`src/rtl/spi_mem_cmd_bridge.sv`:
```
// spi_mem_cmd_bridge: decodes a cs_n-framed SPI byte command stream into panel config registers,
// buffered frame-memory writes and frame-memory reads returned as a transmit byte stream.
module spi_mem_cmd_bridge #(
  parameter int ADDRESS_WIDTH = 25,
  parameter int DATA_WIDTH    = 16,
  parameter int ADDR_BYTES    = 4,
  parameter int FIFO_DEPTH    = 8
) (
  input  logic                     clk_sys,
  input  logic                     reset_n,
  input  logic                     cs_n,
  input  logic [7:0]               rx_data,
  input  logic                     rx_valid,
  output logic [7:0]               tx_data,
  input  logic                     tx_ready,
  output logic [ADDRESS_WIDTH-1:0] mem_addr,
  output logic [DATA_WIDTH-1:0]    mem_wdata,
  output logic                     mem_wr_valid,
  output logic                     mem_rd_req,
  input  logic                     mem_full,
  input  logic [DATA_WIDTH-1:0]    mem_rdata,
  input  logic                     mem_rd_valid,
  output logic                     frame_buffer_select,
  output logic                     color_format,
  output logic [9:0]               pixels_per_row,
  output logic [3:0]               panel_rows,
  output logic                     overflow,
  output logic                     fifo_empty
);
  localparam int PW = $clog2(FIFO_DEPTH);
  typedef enum logic [3:0] {IDLE, ADDR, WR_DATA, RD_WAIT_WR, RD_REQ, RD_WAIT, RD_SEND, CFG, DONE} state_t;
  state_t state_q, state_d;
  logic cs_meta_q, cs_q;
  logic [7:0] op_q, op_d, cnt_q, cnt_d, hi_q, hi_d, rlo_q, rlo_d, tx_q, tx_d;
  logic half_q, half_d, push_q, push_d, rsec_q, rsec_d, stat_q, stat_d;
  logic [ADDRESS_WIDTH-1:0] addr_q, addr_d;
  logic [DATA_WIDTH-1:0] word_q, word_d;
  logic fbs_q, fbs_d, cf_q, cf_d, ovf_q, ovf_d, und_q, und_d;
  logic [9:0] ppr_q, ppr_d;
  logic [3:0] rows_q, rows_d;
  logic [ADDRESS_WIDTH-1:0] fa_q [FIFO_DEPTH];
  logic [DATA_WIDTH-1:0] fd_q [FIFO_DEPTH];
  logic [PW-1:0] wp_q, rp_q;
  logic [PW:0] fc_q;
  logic rx, rd_req, pop, push_ok, rd_frame;
  assign rx = rx_valid && !cs_q;
  assign fifo_empty = fc_q == '0;
  assign rd_req = state_q == RD_REQ && !mem_full && !cs_q;
  assign pop = !fifo_empty && !mem_full && !rd_req;
  assign push_ok = push_q && (fc_q < (PW+1)'(FIFO_DEPTH) || pop);
  assign rd_frame = state_q == RD_WAIT_WR || state_q == RD_REQ || state_q == RD_WAIT;
  // Memory side is combinational from the FIFO head so a pop and its strobe share a cycle.
  assign mem_wr_valid = pop;
  assign mem_rd_req = rd_req;
  assign mem_addr = pop ? fa_q[rp_q] : rd_req ? addr_q : '0;
  assign mem_wdata = pop ? fd_q[rp_q] : '0;
  assign tx_data = tx_q;
  assign frame_buffer_select = fbs_q;
  assign color_format = cf_q;
  assign pixels_per_row = ppr_q;
  assign panel_rows = rows_q;
  assign overflow = ovf_q;
  always_comb begin
    state_d = state_q;
    op_d = op_q;
    cnt_d = cnt_q;
    hi_d = hi_q;
    rlo_d = rlo_q;
    tx_d = tx_q;
    half_d = half_q;
    push_d = 1'b0;
    rsec_d = rsec_q;
    stat_d = 1'b0;
    addr_d = addr_q;
    word_d = word_q;
    fbs_d = fbs_q;
    cf_d = cf_q;
    ppr_d = ppr_q;
    rows_d = rows_q;
    und_d = und_q;
    ovf_d = ovf_q | (push_q & ~push_ok);
    if (push_q) addr_d = addr_q + ADDRESS_WIDTH'(1);
    if (stat_q) begin
      tx_d = {4'b0, und_q, ovf_q, fifo_empty, fbs_q};
      ovf_d = push_q & ~push_ok;
      und_d = 1'b0;
    end
    if (tx_ready && rd_frame && !cs_q) begin
      tx_d = 8'h00;
      und_d = 1'b1;
    end
    if (cs_q) begin
      state_d = IDLE;
      cnt_d = '0;
      half_d = 1'b0;
    end else begin
      case (state_q)
        IDLE: if (rx) begin
          op_d = rx_data;
          cnt_d = '0;
          half_d = 1'b0;
          case (rx_data)
            8'h0A, 8'h0B: begin
              state_d = ADDR;
              addr_d = '0;
            end
            8'h14, 8'h1E, 8'h28, 8'h32: state_d = CFG;
            8'h3C: begin
              state_d = DONE;
              stat_d = 1'b1;
            end
            default: state_d = DONE;
          endcase
        end
        ADDR: if (rx) begin
          addr_d = ADDRESS_WIDTH'({addr_q, rx_data});
          cnt_d = cnt_q + 8'd1;
          if (cnt_q == 8'(ADDR_BYTES - 1)) begin
            cnt_d = '0;
            state_d = op_q == 8'h0A ? WR_DATA : RD_WAIT_WR;
          end
        end
        WR_DATA: if (rx) begin
          if (!cf_q) begin
            push_d = 1'b1;
            word_d = DATA_WIDTH'(rx_data);
          end else if (!half_q) begin
            hi_d = rx_data;
            half_d = 1'b1;
          end else begin
            half_d = 1'b0;
            push_d = 1'b1;
            word_d = DATA_WIDTH'({hi_q, rx_data});
          end
        end
        RD_WAIT_WR: if (fifo_empty && !push_q) state_d = RD_REQ;
        RD_REQ: if (!mem_full) state_d = RD_WAIT;
        RD_WAIT: if (mem_rd_valid) begin
          rlo_d = mem_rdata[7:0];
          rsec_d = cf_q;
          tx_d = cf_q ? mem_rdata[15:8] : mem_rdata[7:0];
          state_d = RD_SEND;
        end
        RD_SEND: if (tx_ready) begin
          if (rsec_q) begin
            tx_d = rlo_q;
            rsec_d = 1'b0;
          end else begin
            addr_d = addr_q + ADDRESS_WIDTH'(1);
            state_d = RD_REQ;
          end
        end
        CFG: if (rx) begin
          state_d = DONE;
          if (op_q == 8'h14) fbs_d = rx_data[0];
          if (op_q == 8'h1E) cf_d = rx_data[0];
          if (op_q == 8'h32) rows_d = rx_data[3:0];
          if (op_q == 8'h28 && cnt_q == '0) begin
            hi_d = rx_data;
            cnt_d = 8'd1;
            state_d = CFG;
          end else if (op_q == 8'h28) begin
            ppr_d = {hi_q[1:0], rx_data};
          end
        end
        default: ;
      endcase
    end
  end
  always_ff @(posedge clk_sys or negedge reset_n) begin
    if (!reset_n) begin
      cs_meta_q <= 1'b1;
      cs_q <= 1'b1;
      state_q <= IDLE;
      op_q <= '0;
      cnt_q <= '0;
      hi_q <= '0;
      rlo_q <= '0;
      tx_q <= '0;
      half_q <= 1'b0;
      push_q <= 1'b0;
      rsec_q <= 1'b0;
      stat_q <= 1'b0;
      addr_q <= '0;
      word_q <= '0;
      fbs_q <= 1'b0;
      cf_q <= 1'b0;
      ppr_q <= '0;
      rows_q <= 4'd1;
      ovf_q <= 1'b0;
      und_q <= 1'b0;
      wp_q <= '0;
      rp_q <= '0;
      fc_q <= '0;
    end else begin
      cs_meta_q <= cs_n;
      cs_q <= cs_meta_q;
      state_q <= state_d;
      op_q <= op_d;
      cnt_q <= cnt_d;
      hi_q <= hi_d;
      rlo_q <= rlo_d;
      tx_q <= tx_d;
      half_q <= half_d;
      push_q <= push_d;
      rsec_q <= rsec_d;
      stat_q <= stat_d;
      addr_q <= addr_d;
      word_q <= word_d;
      fbs_q <= fbs_d;
      cf_q <= cf_d;
      ppr_q <= ppr_d;
      rows_q <= rows_d;
      ovf_q <= ovf_d;
      und_q <= und_d;
      wp_q <= wp_q + PW'(push_ok);
      rp_q <= rp_q + PW'(pop);
      fc_q <= fc_q + (PW+1)'(push_ok) - (PW+1)'(pop);
    end
  end
  always_ff @(posedge clk_sys) begin
    if (push_ok) begin
      fa_q[wp_q] <= addr_q;
      fd_q[wp_q] <= word_q;
    end
  end
endmodule

```
`config.mk`:
```
export PLATFORM = sky130hd
export DESIGN_NAME = spi_mem_cmd_bridge
export DESIGN_NICKNAME = d
export VERILOG_FILES = /design/src/rtl/spi_mem_cmd_bridge.sv
export SDC_FILE = /design/constraint.sdc
export NUM_CORES = 1
export LEC_CHECK = 0
export ABC_CLOCK_PERIOD_IN_PS = 6290
export CORE_ASPECT_RATIO = 0.8
export CORE_MARGIN = 2
export CORE_UTILIZATION = 30
export DETAILED_ROUTE_END_ITERATION = 8
export SYNTH_ARGS = -nofsm -noshare
export SYNTH_HDL_FRONTEND = slang
export SYNTH_SLANG_ARGS = --single-unit
```
`constraint.sdc`:
```
create_clock -name clk_sys -period 6.29 [get_ports clk_sys]
set_input_delay 1.887 -clock clk_sys [delete_from_list [all_inputs] [get_ports clk_sys]]
set_output_delay 1.887 -clock clk_sys [all_outputs]
set_load 0.01 [all_outputs]
```
## Yosys cells after proc, flatten, opt, wreduce, memory -nomap -nowiden

Memories as Yosys holds them, arrays and structs flattened.
Cells that the tools add are included.
Widths: inputs -> output; s select.

| word-level totals | value |
|---|---|
| register bits | 119 |
| memory bits (writable) | 328 |
| input port bits | 31 |
| output and inout port bits | 69 |
| logic and storage cells | 189 |
| memories | 2 |

| cells by class | value |
|---|---|
| $add $sub $neg | 6 |
| $lt $le $gt $ge | 1 |
| eq/ne operators | 40 |
| multiplexer cells | 71 |
| bitwise operators | 5 |
| reduce and logical (&&, ||, !) cells | 41 |

Memory list:

| memory | depth | width | rd ports | clocked after Yosys merged registers in | wr ports | line | text |
|---|---|---|---|---|---|---|---|
| fa_q | 8 | 25 | 1 | 0 | 1 | 41 | `logic [ADDRESS_WIDTH-1:0] fa_q [FIFO_DEPTH];` |
| fd_q | 8 | 16 | 1 | 0 | 1 | 42 | `logic [DATA_WIDTH-1:0] fd_q [FIFO_DEPTH];` |

Operators by type and width:

| kind | count |
|---|---|
| $mux 25 | 9 |
| $mux 8 | 18 |
| $pmux 25 s3 | 1 |
| $mux 16 | 3 |
| $mux 4 | 11 |
| $eq 8x6->1 const B | 5 |
| $ne 3x3->1 const B | 11 |
| $eq 8x5->1 const B | 4 |
| $pmux 8 s2 | 2 |
| $pmux 4 s7 | 1 |
| $add 25x1->25 const B | 1 |
| $eq 8x4->1 const B | 3 |
| $pmux 8 s3 | 1 |
| $reduce_and 4->1 | 6 |
| $mux 1 | 22 |
| $eq 4x3->1 const B | 4 |
| $ne 2x2->1 const B | 8 |
| $logic_and 1x1->1 | 10 |
| $reduce_and 10->1 | 1 |
| $reduce_and 5->1 | 2 |
| $add 8x1->8 const B | 1 |
| $eq 4x2->1 const B | 2 |
| $eq 8x2->1 const B | 1 |
| $logic_not 4->1 | 2 |
| 22 further kinds | 35 |

## Depth between registers and ports, before layout

| depth | value |
|---|---|
| depth after elaboration | 11 |
| depth in mapped cells | 13 |
| depth with buffers taken out | 12 |

## Least setup slack after synthesis

No wires, ideal clock.

| timing path | value |
|---|---|
| kind | input-to-reg |
| start point | input mem_full |
| end point | memory fa_q[5][0] (enable) |
| setup time | 0.490 ns |
| data arrival time | 5.475 ns |
| data required time | 5.800 ns |
| setup slack | 0.325 ns |
| cell stages on the path | 5 |
| buffers on the path | 1 |
| cells stage by stage | or3_1 clkbuf_1 nand2_1 nand2_1 nor3_1 |

| between the ends | value |
|---|---|
| cells in the longest elaborated chain, start to end | 9 |
| elaborated cells between the ends (all ways) | 10 |
| classes of those cells | 2 x mux; 8 x reduce/logical |

RTL lines:

| item | line | text |
|---|---|---|
| start: declaration | 20 | `input logic mem_full,` |
| $logic_not 1->1 (*) | - |  |
| $logic_and 1x1->1 (2 in a row) | 48 | `assign rd_req = state_q == RD_REQ && !mem_full && !cs_q;` |
| $logic_not 1->1 | 49 | `assign pop = !fifo_empty && !mem_full && !rd_req;` |
| $logic_and 1x1->1 (*) | 49 |  |
| $logic_or 1x1->1 (*) | 50 | `assign push_ok = push_q && (fc_q < (PW+1)'(FIFO_DEPTH) \|\| pop);` |
| $logic_and 1x1->1 (*) | 50 |  |
| $mux 1 (*) | 222 | `if (push_ok) begin` |
| $mux 1 (implied by the code) (*) | 223 | `fa_q[wp_q] <= addr_q;` |
| end: declaration | 41 |  |

Mark *: on every way between the ends. The rest lies on a longest branch, timed or not.

## Final worst setup path

| timing path | value |
|---|---|
| start point | input mem_full |
| end point | output mem_addr[19] |

| between the ends | value |
|---|---|
| cells in the longest elaborated chain, start to end | 6 |
| elaborated cells between the ends (all ways) | 8 |
| classes of those cells | 2 x mux; 6 x reduce/logical |

RTL lines:

| item | line | text |
|---|---|---|
| $logic_not 1->1 (*) | - |  |
| $logic_and 1x1->1 (2 in a row) | 48 |  |
| $logic_not 1->1 | 49 |  |
| $logic_and 1x1->1 | 49 |  |
| $mux 25 (*) | 55 | `assign mem_addr = pop ? fa_q[rp_q] : rd_req ? addr_q : '0;` |
| end: declaration | 16 | `output logic [ADDRESS_WIDTH-1:0] mem_addr,` |

Marked as above.

==> metrics.txt <==
CP Capture Type output pin; wirelength, routed between 40000 and 50000 µm; post-synth top area cell edfxtp_1; Via-to-Cell Ratio 5.073; Skew-Pair Late Insertion Delay just under 0.6 ns; clock power share 30.8%; H-tree Lvls 2; final clock period utilization by the worst path a little over nine tenths; Starting Density 30.32%; WS Path Type input port to output pin; clk root buf clkbuf_16; postcts setup bufs 0; clk_skew 0.01624 ns; DRC Markers 0; sequential fraction of the synthesis area 65.95%; top cells by area, synth edfxtp_1 51%, dfrtp_1 15%, mux4_2 9.5%, mux2_2 2.8%, nand2_1 2.5%; crit start category input port; worst slew pin tran between 1 and 1.5 ns; Int Pwr 6.390 mW; P&R area growth vs syn 19.01%; top_reg_cell synth edfxtp_1; switching part of the total 30.55%; DR top layer met4; IO Pins 100; die area about 67000 µm²; Synth async-reset ratio approximately a quarter; die height 231.8 µm; Met2 Wirelength approximately 22000 µm; Max Cap Violations 0; global-route wire length before repair 73980 µm; Synth cell types 86; Crit path top cell by count clkdlybuf4s50_1; FP Rows between 80 and 90; CTS Sinks around 450; RSZ-0062 raised after global routing no; width of the die about 290 µm; #FFs+latches synth 447; Top delay family on crit path buffers and inverters; NumNets Final 1428; post-synthesis cell count 1277; Placeable Area 64180 µm²; Seq pwr share 43.3%; GR Util All Layers 14.66%; Final ANT Viol Nets 0; Port Buf Inserts 99; hpwl dp slightly above 30000 µm; Final Hold Vio Count 0; syn avg cell area between 15 and 20 µm²; Post-CTS Hold Buffers 0; required time of the critical path 4.40 ns; worst vdd ir 179.5 µV; mapped cell area 19460 µm²; CTS tree yes; Combinational Power Share 25.9%; FMAX 168.0 MHz; crit path max fanout 43; CTS clk-pin slew, worst paths 0.06 ns; max-slew violation count 0; Syn Nets 1321; M1 WL 22480 µm; slowest stage delay, CP 0.57 ns; Power Total 9.200 mW; vias in the first global route 11.72k; leakage 8.129 nW; Data arrival, critical path a little over 4 ns; largest net degree at the start of global routing 56; CP bufs+invs 3; Psw 2.811 mW; antenna violations before repair 1; number of detailed-route iterations in the first pass 5; status complete, no violations; commonest non-fill, non-tap cells in the layout 328 x edfxtp_1, 127 x nand2_1, 113 x dfrtp_1; clock tree buffer depth 3; Placer Congestion ~0.86; min Tclk post-route between 5 and 6 ns; min-delay worst type flip-flop to flip-flop; CTS resizes 0; most common cell after layout, fill and taps aside edfxtp_1; Worst path slowest cell clkdlybuf4s50_1; Final Setup Violations 0; worst path cell trace clkdlybuf4s50_1, or3_2, buf_4, o21ai_0, clkdlybuf4s50_1; Slew Limit Headroom 17.94%; n_diodes 0; routed vias around 12k; share of the synthesized area in the top cell type 50.62%; setup TNS 0 ns; EDFF count, synth 328; global route overflow 0; met3 wire length 2869 µm; yosys warns 0; number of DRC markers in iteration 0 1146; CTS Buf Count between 40 and 50; WL/cell 21.46 µm; PD cells 397.3 nW/µm²; layout cells sized above 1 19.70%
==> registers in the layout, summed over array words and instances (netlist names), 8 cells and up <==
signal and cells:
rlo_q 8, hi_q 8, tx_data 8, op_q 8, fa_q 200, pixels_per_row 10
word_q 16, fd_q 128, cnt_q 8, addr_q 25
==> cells by family after synthesis <==
kind of cell    after synthesis  share of synthesized area, %
mux                         176                         14.64
compound gates              176                         5.936
flops                       447                         65.95
fa+ha+maj                    13                        0.8746
simple gates                343                         9.151
xor+xnor                     27                         1.254
buf+inv                      95                         2.193
==> final timing paths <==
kind                                           from              endpoint  slack, ns  depth (start not counted)
worst min-delay path            cs_meta_q$_DFF_PN1_        cs_q$_DFF_PN1_       0.38                          0
worst min register to register  cs_meta_q$_DFF_PN1_        cs_q$_DFF_PN1_       0.38                          0
max in group asynchronous                   reset_n     rp_q[1]$_DFF_PN0_       3.87                          2
min in group asynchronous                   reset_n  rlo_q[4]$_DFFE_PN0P_       1.37                          1
worst max-delay path                       mem_full          mem_addr[19]       0.34                          5
worst max register to register       cs_q$_DFF_PN1_  fa_q[7][3]$_DFFE_PP_       2.59                          7
==> metrics by stage <==
stage | hold WS, ns | util (%) | instances | area (µm²) | setup WS, ns
after detailed placement | 0.3545 | 33.63 | 2187 | 21580 | 0.3363
final | 0.3755 | 36.08 | 2271 | 23150 | 0.3376
after CTS | 0.3751 | 36.08 | 2271 | 23150 | 0.3263
after floorplan | 0.3452 | - | 1277 | 19460 | 0.3246
after global placement | 0.3458 | 33.63 | 2187 | 21580 | 0.4057
after global routing | 0.3758 | 36.08 | 2271 | 23150 | 0.1908
==> synthesized netlist by cell type (5+ instances only) <==
| cell | n |
|---|---|
| a21oi_1 | 32 |
| a221o_1 | 7 |
| a22oi_1 | 7 |
| a31oi_1 | 9 |
| and4_1 | 6 |
| buf_2 | 29 |
| clkbuf_1 | 36 |
| dfrtp_1 | 116 |
| edfxtp_1 | 328 |
| ha_1 | 12 |
| inv_1 | 18 |
| mux2_2 | 49 |
| mux2i_1 | 45 |
| mux4_2 | 82 |
| nand2_1 | 127 |
| nand2b_1 | 13 |
| nand3_1 | 22 |
| nand3b_1 | 7 |
| nand4_1 | 14 |
| nor2_1 | 72 |
| nor2b_1 | 8 |
| nor3_1 | 17 |
| nor3b_1 | 5 |
| nor4_1 | 6 |
| o21ai_0 | 57 |
| o22ai_1 | 7 |
| o32ai_1 | 8 |
| or3_1 | 10 |
| xnor2_1 | 10 |
| xor2_1 | 16 |
==> area by class of cell <==
| class | instances | area (µm²) |
|---|---|---|
| timing repair buffer | 135 | 1346 |
| inverter | 20 | 75.07 |
| sequential | 447 | 12840 |
| fill | 6087 | 41020 |
| multi-input combinational | 735 | 6257 |
| tap | 850 | 1064 |
| clock buffer | 61 | 1276 |
| clock inverter | 23 | 296.5 |
==> power by group through the flow <==
stage	logic (mW)	clock network [mW]	registers [mW]
final	2.38	2.84	3.98
after global routing	2.60	3.02	4.04
after CTS	2.43	2.91	3.99
after floorplan	1.71	0	3.74
after global placement	2.39	0	4.03
after detailed placement	2.42	0	4.05
==> routing by layer <==
metal	vias up	track usage [%]
met2	327	22.66
met5	-	0
met4	0	4.220
met1	5963	20.97
li1	5163	-
met3	67	2.790
Power figures use the tool's default switching activity.
